==> config.mk <==
export PLATFORM = sky130hd
export DESIGN_NAME = imem_loader
export DESIGN_NICKNAME = d
export VERILOG_FILES = /design/src/rtl/imem_loader.sv
export SDC_FILE = /design/constraint.sdc
export NUM_CORES = 1
export LEC_CHECK = 0
export ABC_CLOCK_PERIOD_IN_PS = 2250
export BUFFER_PORTS_ARGS = -buffer_cell sky130_fd_sc_hd__buf_4
export CAP_MARGIN = 0
export CORE_MARGIN = 3
export CORE_UTILIZATION = 45
export DETAILED_ROUTE_END_ITERATION = 7
export GPL_ROUTABILITY_DRIVEN = 0
export HOLD_SLACK_MARGIN = 0.15
export PLACE_DENSITY = 0.63
export SYNTH_ARGS = -nofsm -noshare
export SYNTH_HDL_FRONTEND = slang
export SYNTH_SLANG_ARGS = --single-unit
export TNS_END_PERCENT = 30
==> constraint.sdc <==
create_clock -name clk -period 2.25 [get_ports clk]
set_input_delay 0.3375 -clock clk [delete_from_list [all_inputs] [get_ports clk]]
set_output_delay 0.3375 -clock clk [all_outputs]
set_load 0.005 [all_outputs]
==> src/rtl/imem_loader.sv <==
// Instruction-memory loader: packs a length-prefixed, XOR-checksummed byte stream
// big-endian into 32-bit words and writes them while holding the CPU in stall.
module imem_loader #(
    parameter int unsigned ADDR_W = 5
) (
    input  logic              clk,
    input  logic              rst_n,
    input  logic              start,
    input  logic              byte_valid,
    input  logic [7:0]        byte_data,
    output logic              byte_ready,
    output logic              wr_en,
    output logic [ADDR_W-1:0] wr_addr,
    output logic [31:0]       wr_data,
    output logic              cpu_hold,
    output logic              done,
    output logic              err_len,
    output logic              err_chk,
    output logic [ADDR_W:0]   word_count
);

    localparam int unsigned      DEPTH   = 2 ** ADDR_W;
    localparam logic [7:0]       DEPTH_B = 8'(DEPTH);
    localparam logic [ADDR_W:0]  WC_ONE  = (ADDR_W+1)'(1);

    typedef enum logic [2:0] {
        S_IDLE,
        S_LEN,
        S_DATA,
        S_WRITE,
        S_CHK
    } state_e;

    state_e            state_q;
    logic              ready_q;
    logic              wr_en_q;
    logic [ADDR_W-1:0] wr_addr_q;
    logic [31:0]       wr_data_q;
    logic              hold_q;
    logic              done_q;
    logic              err_len_q;
    logic              err_chk_q;
    logic [ADDR_W:0]   wc_q;
    logic [ADDR_W:0]   wc_d;
    logic [ADDR_W:0]   len_q;
    logic [1:0]        idx_q;
    logic [23:0]       shift_q;
    logic [7:0]        xsum_q;
    logic              accept;

    assign accept = byte_valid && ready_q;
    assign wc_d   = wc_q + WC_ONE;

    always_ff @(posedge clk or negedge rst_n) begin
        if (!rst_n) begin
            state_q   <= S_IDLE;
            ready_q   <= 1'b0;
            wr_en_q   <= 1'b0;
            wr_addr_q <= '0;
            wr_data_q <= '0;
            hold_q    <= 1'b0;
            done_q    <= 1'b0;
            err_len_q <= 1'b0;
            err_chk_q <= 1'b0;
            wc_q      <= '0;
            len_q     <= '0;
            idx_q     <= '0;
            shift_q   <= '0;
            xsum_q    <= '0;
        end else begin
            wr_en_q <= 1'b0;
            done_q  <= 1'b0;
            // ready stays low for one cycle after start so a byte presented
            // alongside start is never taken as the length header
            if (start) begin
                state_q   <= S_LEN;
                ready_q   <= 1'b0;
                hold_q    <= 1'b1;
                err_len_q <= 1'b0;
                err_chk_q <= 1'b0;
                wc_q      <= '0;
                len_q     <= '0;
                idx_q     <= '0;
                xsum_q    <= '0;
            end else begin
                case (state_q)
                    S_IDLE: ready_q <= 1'b0;
                    S_LEN: begin
                        ready_q <= 1'b1;
                        if (accept) begin
                            xsum_q <= xsum_q ^ byte_data;
                            if (byte_data == 8'd0 || byte_data > DEPTH_B) begin
                                err_len_q <= 1'b1;
                                ready_q   <= 1'b0;
                                state_q   <= S_IDLE;
                            end else begin
                                len_q   <= byte_data[ADDR_W:0];
                                state_q <= S_DATA;
                            end
                        end
                    end
                    S_DATA: begin
                        ready_q <= 1'b1;
                        if (accept) begin
                            shift_q <= {shift_q[15:0], byte_data};
                            xsum_q  <= xsum_q ^ byte_data;
                            idx_q   <= idx_q + 2'd1;
                            if (idx_q == 2'd3) begin
                                ready_q   <= 1'b0;
                                wr_en_q   <= 1'b1;
                                wr_addr_q <= wc_q[ADDR_W-1:0];
                                wr_data_q <= {shift_q, byte_data};
                                state_q   <= S_WRITE;
                            end
                        end
                    end
                    S_WRITE: begin
                        ready_q <= 1'b1;
                        wc_q    <= wc_d;
                        state_q <= (wc_d == len_q) ? S_CHK : S_DATA;
                    end
                    S_CHK: begin
                        ready_q <= 1'b1;
                        if (accept) begin
                            ready_q <= 1'b0;
                            state_q <= S_IDLE;
                            if (byte_data == xsum_q) begin
                                done_q <= 1'b1;
                                hold_q <= 1'b0;
                            end else begin
                                err_chk_q <= 1'b1;
                            end
                        end
                    end
                    default: begin
                        ready_q <= 1'b0;
                        state_q <= S_IDLE;
                    end
                endcase
            end
        end
    end

    assign byte_ready = ready_q;
    assign wr_en      = wr_en_q;
    assign wr_addr    = wr_addr_q;
    assign wr_data    = wr_data_q;
    assign cpu_hold   = hold_q;
    assign done       = done_q;
    assign err_len    = err_len_q;
    assign err_chk    = err_chk_q;
    assign word_count = wc_q;

endmodule
; ---- Word-level counts from Yosys, hierarchy flattened
; Index checks and enable logic that the tools add are counted.
; W data, S select, Z words.
[word_totals]
register_bits = 92
in_bits = 12
output_inout_bits = 49
elab_cells = 102
[classes]
n_addsub = 2
magnitude_cmp = 1
n_eq_ne = 14
mux = 47
bitwise_logic = 2
n_reduce_logical = 22
[ops]
columns = cell, count
row1 = $mux W6, 6
row2 = $mux W1, 26
row3 = $mux W8, 3
row4 = $mux W3, 6
row5 = $reduce_bool A2 Y1, 8
row6 = $pmux W3 S5, 1
row7 = $reduce_and A3 Y1, 5
row8 = $ne A3 B3 Y1 const B, 4
row9 = $eq A8 B8 Y1, 1
row10 = $gt A8 B6 Y1 const B, 1
row11 = $logic_not A8 Y1, 1
row12 = $mux W2, 4
row13 = $xor A8 B8 Y8, 1
row14 = $add A6 B1 Y6 const B, 1
row15 = $eq A3 B2 Y1 const B, 2
row16 = $eq A6 B6 Y1, 1
row17 = $ne A2 B2 Y1 const B, 3
row18 = $reduce_and A5 Y1, 1
row19 = $pmux W1 S4, 1
row20 = $reduce_and A2 Y1, 2
row21 = $reduce_and A4 Y1, 1
row22 = $eq A3 B1 Y1 const B, 1
row23 = $eq A3 B3 Y1 const B, 1
row24 = $logic_not A3 Y1, 1
row25 = 6 further kinds, 6

; ---- Logic depth before layout (Yosys ltp)
[depth]
ltp_word = 6
ltp_mapped = 9
ltp_nobuf = 6

; ---- Least setup slack after synthesis
; No wires, ideal clock.
[synth_path]
path_type = register to register
startpoint = reg state_q[0]
endpoint = reg wr_addr_q[0] (netlist: wr_addr[0])
setup_ns = 0.125
arrival_time_ns = 1.791
required_time_ns = 2.125
path_slack_ns = 0.334
stages_incl_launch_ff = 10
n_path_buf = 4
period_less_slack_ns = 1.916
path_cell_list = dfrtp_1 > buf_6 > nand2b_4 > nor3_4 > nand2b_1 > buf_6 > or2_1 > buf_6 > buf_6 > mux2_4
[synth_between]
elab_chain_len = 2
[synth_lines]
columns = item, line
row1 = "start, declared", 34  ; state_e state_q;
row2 = "start signal, assigned", 120  ; state_q <= (wc_d == len_q) ? S_CHK : S_DATA;
row3 = $eq A3 B2 Y1, 86  ; case (state_q)
row4 = $reduce_and A4 Y1 (no source line), n/a
row5 = "end signal, assigned", 111  ; wr_addr_q <= wc_q[ADDR_W-1:0];
row6 = "end, declared", 37  ; logic [ADDR_W-1:0] wr_addr_q;
; No other way between the ends.
; A chain may end at the register's enable or synchronous reset.

; ---- Worst setup path after layout
[layout_path]
startpoint = reg wc_q[0] (netlist: word_count[0])
endpoint = reg state_q[1]
[layout_between]
elab_chain_len = 5
[layout_lines]
columns = item, line
row1 = "start, declared", 43  ; logic [ADDR_W:0] wc_q;
row2 = "start signal, assigned", 119  ; wc_q <= wc_d;
row3 = $add A6 B1 Y6, 52  ; assign wc_d = wc_q + WC_ONE;
row4 = $eq A6 B6 Y1, 120
row5 = $mux W3, 120
row6 = $pmux W3 S5, 86
row7 = $mux W3, 75  ; if (start) begin
; No other way between the ends.

==> impl_metrics.csv <==
group,metric,value,unit
clocking,numCtsBuffers,9,
synth,synth_edf_count,0,
die,die_x,101,µm
clocking,cts.htree.levels,3,
power_and_ir_drop,p_switching,0.000703,W
clocking,root_buffer,"clkbuf_8",
die,die_area,10100,µm²
synth,synth_flop_cell,"dfrtp_1",
timing,finalSetupViolCount,0,
layout,fillers,722,
die,core,8460,µm²
timing,finalCritPeriodShare,90.9,%
layout,antenna_cells,0,
die,die_y,101,µm
drt,dr.pass1.iters,4,
status,outcome,"completed",
clocking,insertion_delay,350,ps
global_route,grt_pass1_wl,13000,µm
die,io_pins,61,
critical_path,cp-endpoint,"state_q[1]$_DFFE_PN0P_",
job,drv_cap,0,
clocking,cts_max_path_buffers,2,
critical_path,cpLargestDelayFamily,"compound AO/OA/AOI/OAI gates",
power_and_ir_drop,internal_power,0.00226,W
critical_path,crit_path_cell_trace,"ha_1, and3b_1, or3_1, a31oi_1, o31ai_1, a211oi_1",
power_and_ir_drop,clockPowerShare,37.3,%
global_route,gr-usage-all-layers,16.4,%
layout,drive_gt1_share,40.8,%
clocking,cts.sink_count,92,
synth,synthCells,302,
drt,avgViaCountPerCell,5.24,
drt,drc_errors,0,
power_and_ir_drop,power_density,618,nW/µm²
timing,fin_crit,2040,ps
placement,port-buffer-count,60,
drt,drt_iter0_drc,84,
timing,skew,6.36,ps
critical_path,reg2reg_from,"word_count[0]$_DFFE_PN0P_",
placement,dpl_cell_area,4590,µm²
timing,rsz0062_at_grt,"no",
layout,syn_to_final_growth,18.9,%
critical_path,critical_path_peak_fanout,7,
synth,async_reset_ff_share,100,%
timing,hold_viol_final,0,
synth,netlist-cell-type-count,46,
critical_path,path_buf_inv,0,
global_route,grt_pass1_vias,2463,
synth,synth_nets,316,
drt,routedWlPerCell,15.9,µm
global_route,antenna_found_initial,0,
global_route,grt_max_degree,39,
layout,final_common_cell,"dfrtp_1",
critical_path,r2r_cells,6,
drt,finalWirelength,7610,µm
timing,max_freq,0.489,GHz
power_and_ir_drop,irDropWorstVdd,276,µV
placement,place_hpwl,5120,µm
drt,ant_nets,0,
clocking,cts_tree,"built",
critical_path,cp.arrival,2310,ps
critical_path,worstPathRequired,2520,ps
hold_path,min_path_type,"in -> reg",
die,initial_utilization,47.6,%
synth,avgSynthCellArea,13.3,µm²
timing,hold_ws,265,ps
critical_path,startpoint,"word_count[0]$_DFFE_PN0P_",
critical_path,end_kind,"register",
drt,vias,2504,
synth,ys_ff_latch,92,
critical_path,r2r_end,"state_q[1]$_DFFE_PN0P_",
timing,slew_headroom,71.0,%
power_and_ir_drop,power_frac_seq,56.9,%
timing,slew_viol_final,0,
power_and_ir_drop,swShare,23.7,%
power_and_ir_drop,pwr-share-comb,5.8,%
die,row_count,33,
critical_path,max_stage_delay,490,ps
power_and_ir_drop,p_leak,2.50,nW
layout,mostFrequentLayoutCells,"dfrtp_1, buf_4, mux2_2",
layout,stdcell_area,4790,µm²
timing,tightestPinTransition,435,ps
critical_path,crit_cells,6,
clocking,hold_buffers,1,
synth,yosysSeqAreaShare,57.2,%
critical_path,reg2reg_slack,210,ps
critical_path,startpoint_type,"register",
global_route,grt_overflow_total,0,
synth,yosysWarnings,0,
critical_path,path_class,"reg -> reg",
clocking,cts.clk_slew.worst_paths,90,ps
synth,syn_area,4030,µm²
clocking,post_cts_buffers,0,
clocking,cts_resized,0,
critical_path,critPathSlowestCell,"dfrtp_1",
timing,tns,0,ps
layout,nets,382,
==> Yosys cell counts (2+ instances only) <==
cell type  instances  area (µm²)
nand4_1            3        18.8
mux2i_1            7        70.1
nor2_1            30         113
buf_6              5        56.3
inv_1              4        15.0
dfrtp_1           92        2300
xor2_1            12         105
or2_2              2        12.5
or3_1              4        25.0
buf_2              3        15.0
a21oi_1            4        20.0
nand3_1            5        25.0
nand2_1           13        48.8
nand2b_1           2        12.5
mux2_2            42         473
ha_1               2        25.0
clkbuf_1           5        18.8
nor3_1             3        15.0
o21ai_0            4        20.0
mux2_4            19         285
xnor2_1           16         140
==> worst min path at each step <==
| stage | start | endpoint | slack (ps) | depth (start not counted) |
|---|---|---|---|---|
| after global routing | byte_data[7] | wr_data[7]$_DFFE_PN0P_ | 260 | 2 |
| after detailed placement | rst_n | wr_data[30]$_DFFE_PN0P_ | 320 | 1 |
| after global placement | rst_n | wr_data[30]$_DFFE_PN0P_ | 320 | 1 |
| after CTS | byte_data[3] | wr_data[3]$_DFFE_PN0P_ | 250 | 2 |
| final | byte_data[7] | wr_data[7]$_DFFE_PN0P_ | 270 | 2 |
| after floorplan | rst_n | byte_ready$_DFF_PN0_ | 40 | 0 |
==> power by group through the flow <==
stage	logic, W	clock network (W)	registers (W)
after floorplan	0.0000829	0	0.00171
after global placement	0.000173	0	0.00172
after detailed placement	0.000175	0	0.00172
after CTS	0.000177	0.00113	0.00168
after global routing	0.000197	0.00121	0.00169
final	0.000172	0.00110	0.00168
==> stage by stage <==
stage	worst slack (ps)	power [W]	std cells	utilization, %
after floorplan	334	0.00180	302	-
after global placement	237	0.00189	461	54.2
after detailed placement	193	0.00189	461	54.2
after CTS	211	0.00299	478	56.6
after global routing	110	0.00309	478	56.6
final	206	0.00296	478	56.6
==> flip-flops by register name, indices dropped and copies added (netlist names) <==
register	count
err_len	1
done	1
xsum_q	8
cpu_hold	1
byte_ready	1
wr_addr	5
word_count	6
idx_q	2
err_chk	1
len_q	6
state_q	3
shift_q	24
wr_data	32
wr_en	1
==> area by class of cell <==
type,instances,area [µm²],share of cell area (%)
clock buffer,11,131,2.74
clock inverter,5,60.1,1.25
inverter,4,15.0,0.314
multi-input combinational,192,1610,33.7
sequential,92,2300,48.1
tap,105,131,2.74
timing repair buffer,69,533,11.1
==> worst register-to-register path: cells and delay by family, from the launching register on <==
family,cells,cell delay [ps]
AO/OA/AOI/OAI,3,640
adder cells (fa/ha/maj),1,310
flip-flops,1,490
AND/OR/NAND/NOR,2,520
==> cells by family (layout without fill, tap and decap cells) <==
kind of cell    Yosys count  after routing  synth area share, %
compound gates           19             19                 3.17
xor+xnor                 28             28                 6.09
fa+ha+maj                 2              2                0.622
buf+inv                  18             89                 2.70
flops                    92             92                 57.2
mux                      68             68                 20.6
simple gates             75             75                 9.64
==> per-layer routing <==
layer  part of all wire (%)  up-vias  global-route usage [%]
li1                       -     1172                       -
met1                     47     1270                    23.3
met2                     47       51                    25.2
met3                    3.6       11                    2.63
met4                    1.8        0                    6.84
met5                      0        -                       0
(Power assumes the default switching activity.)
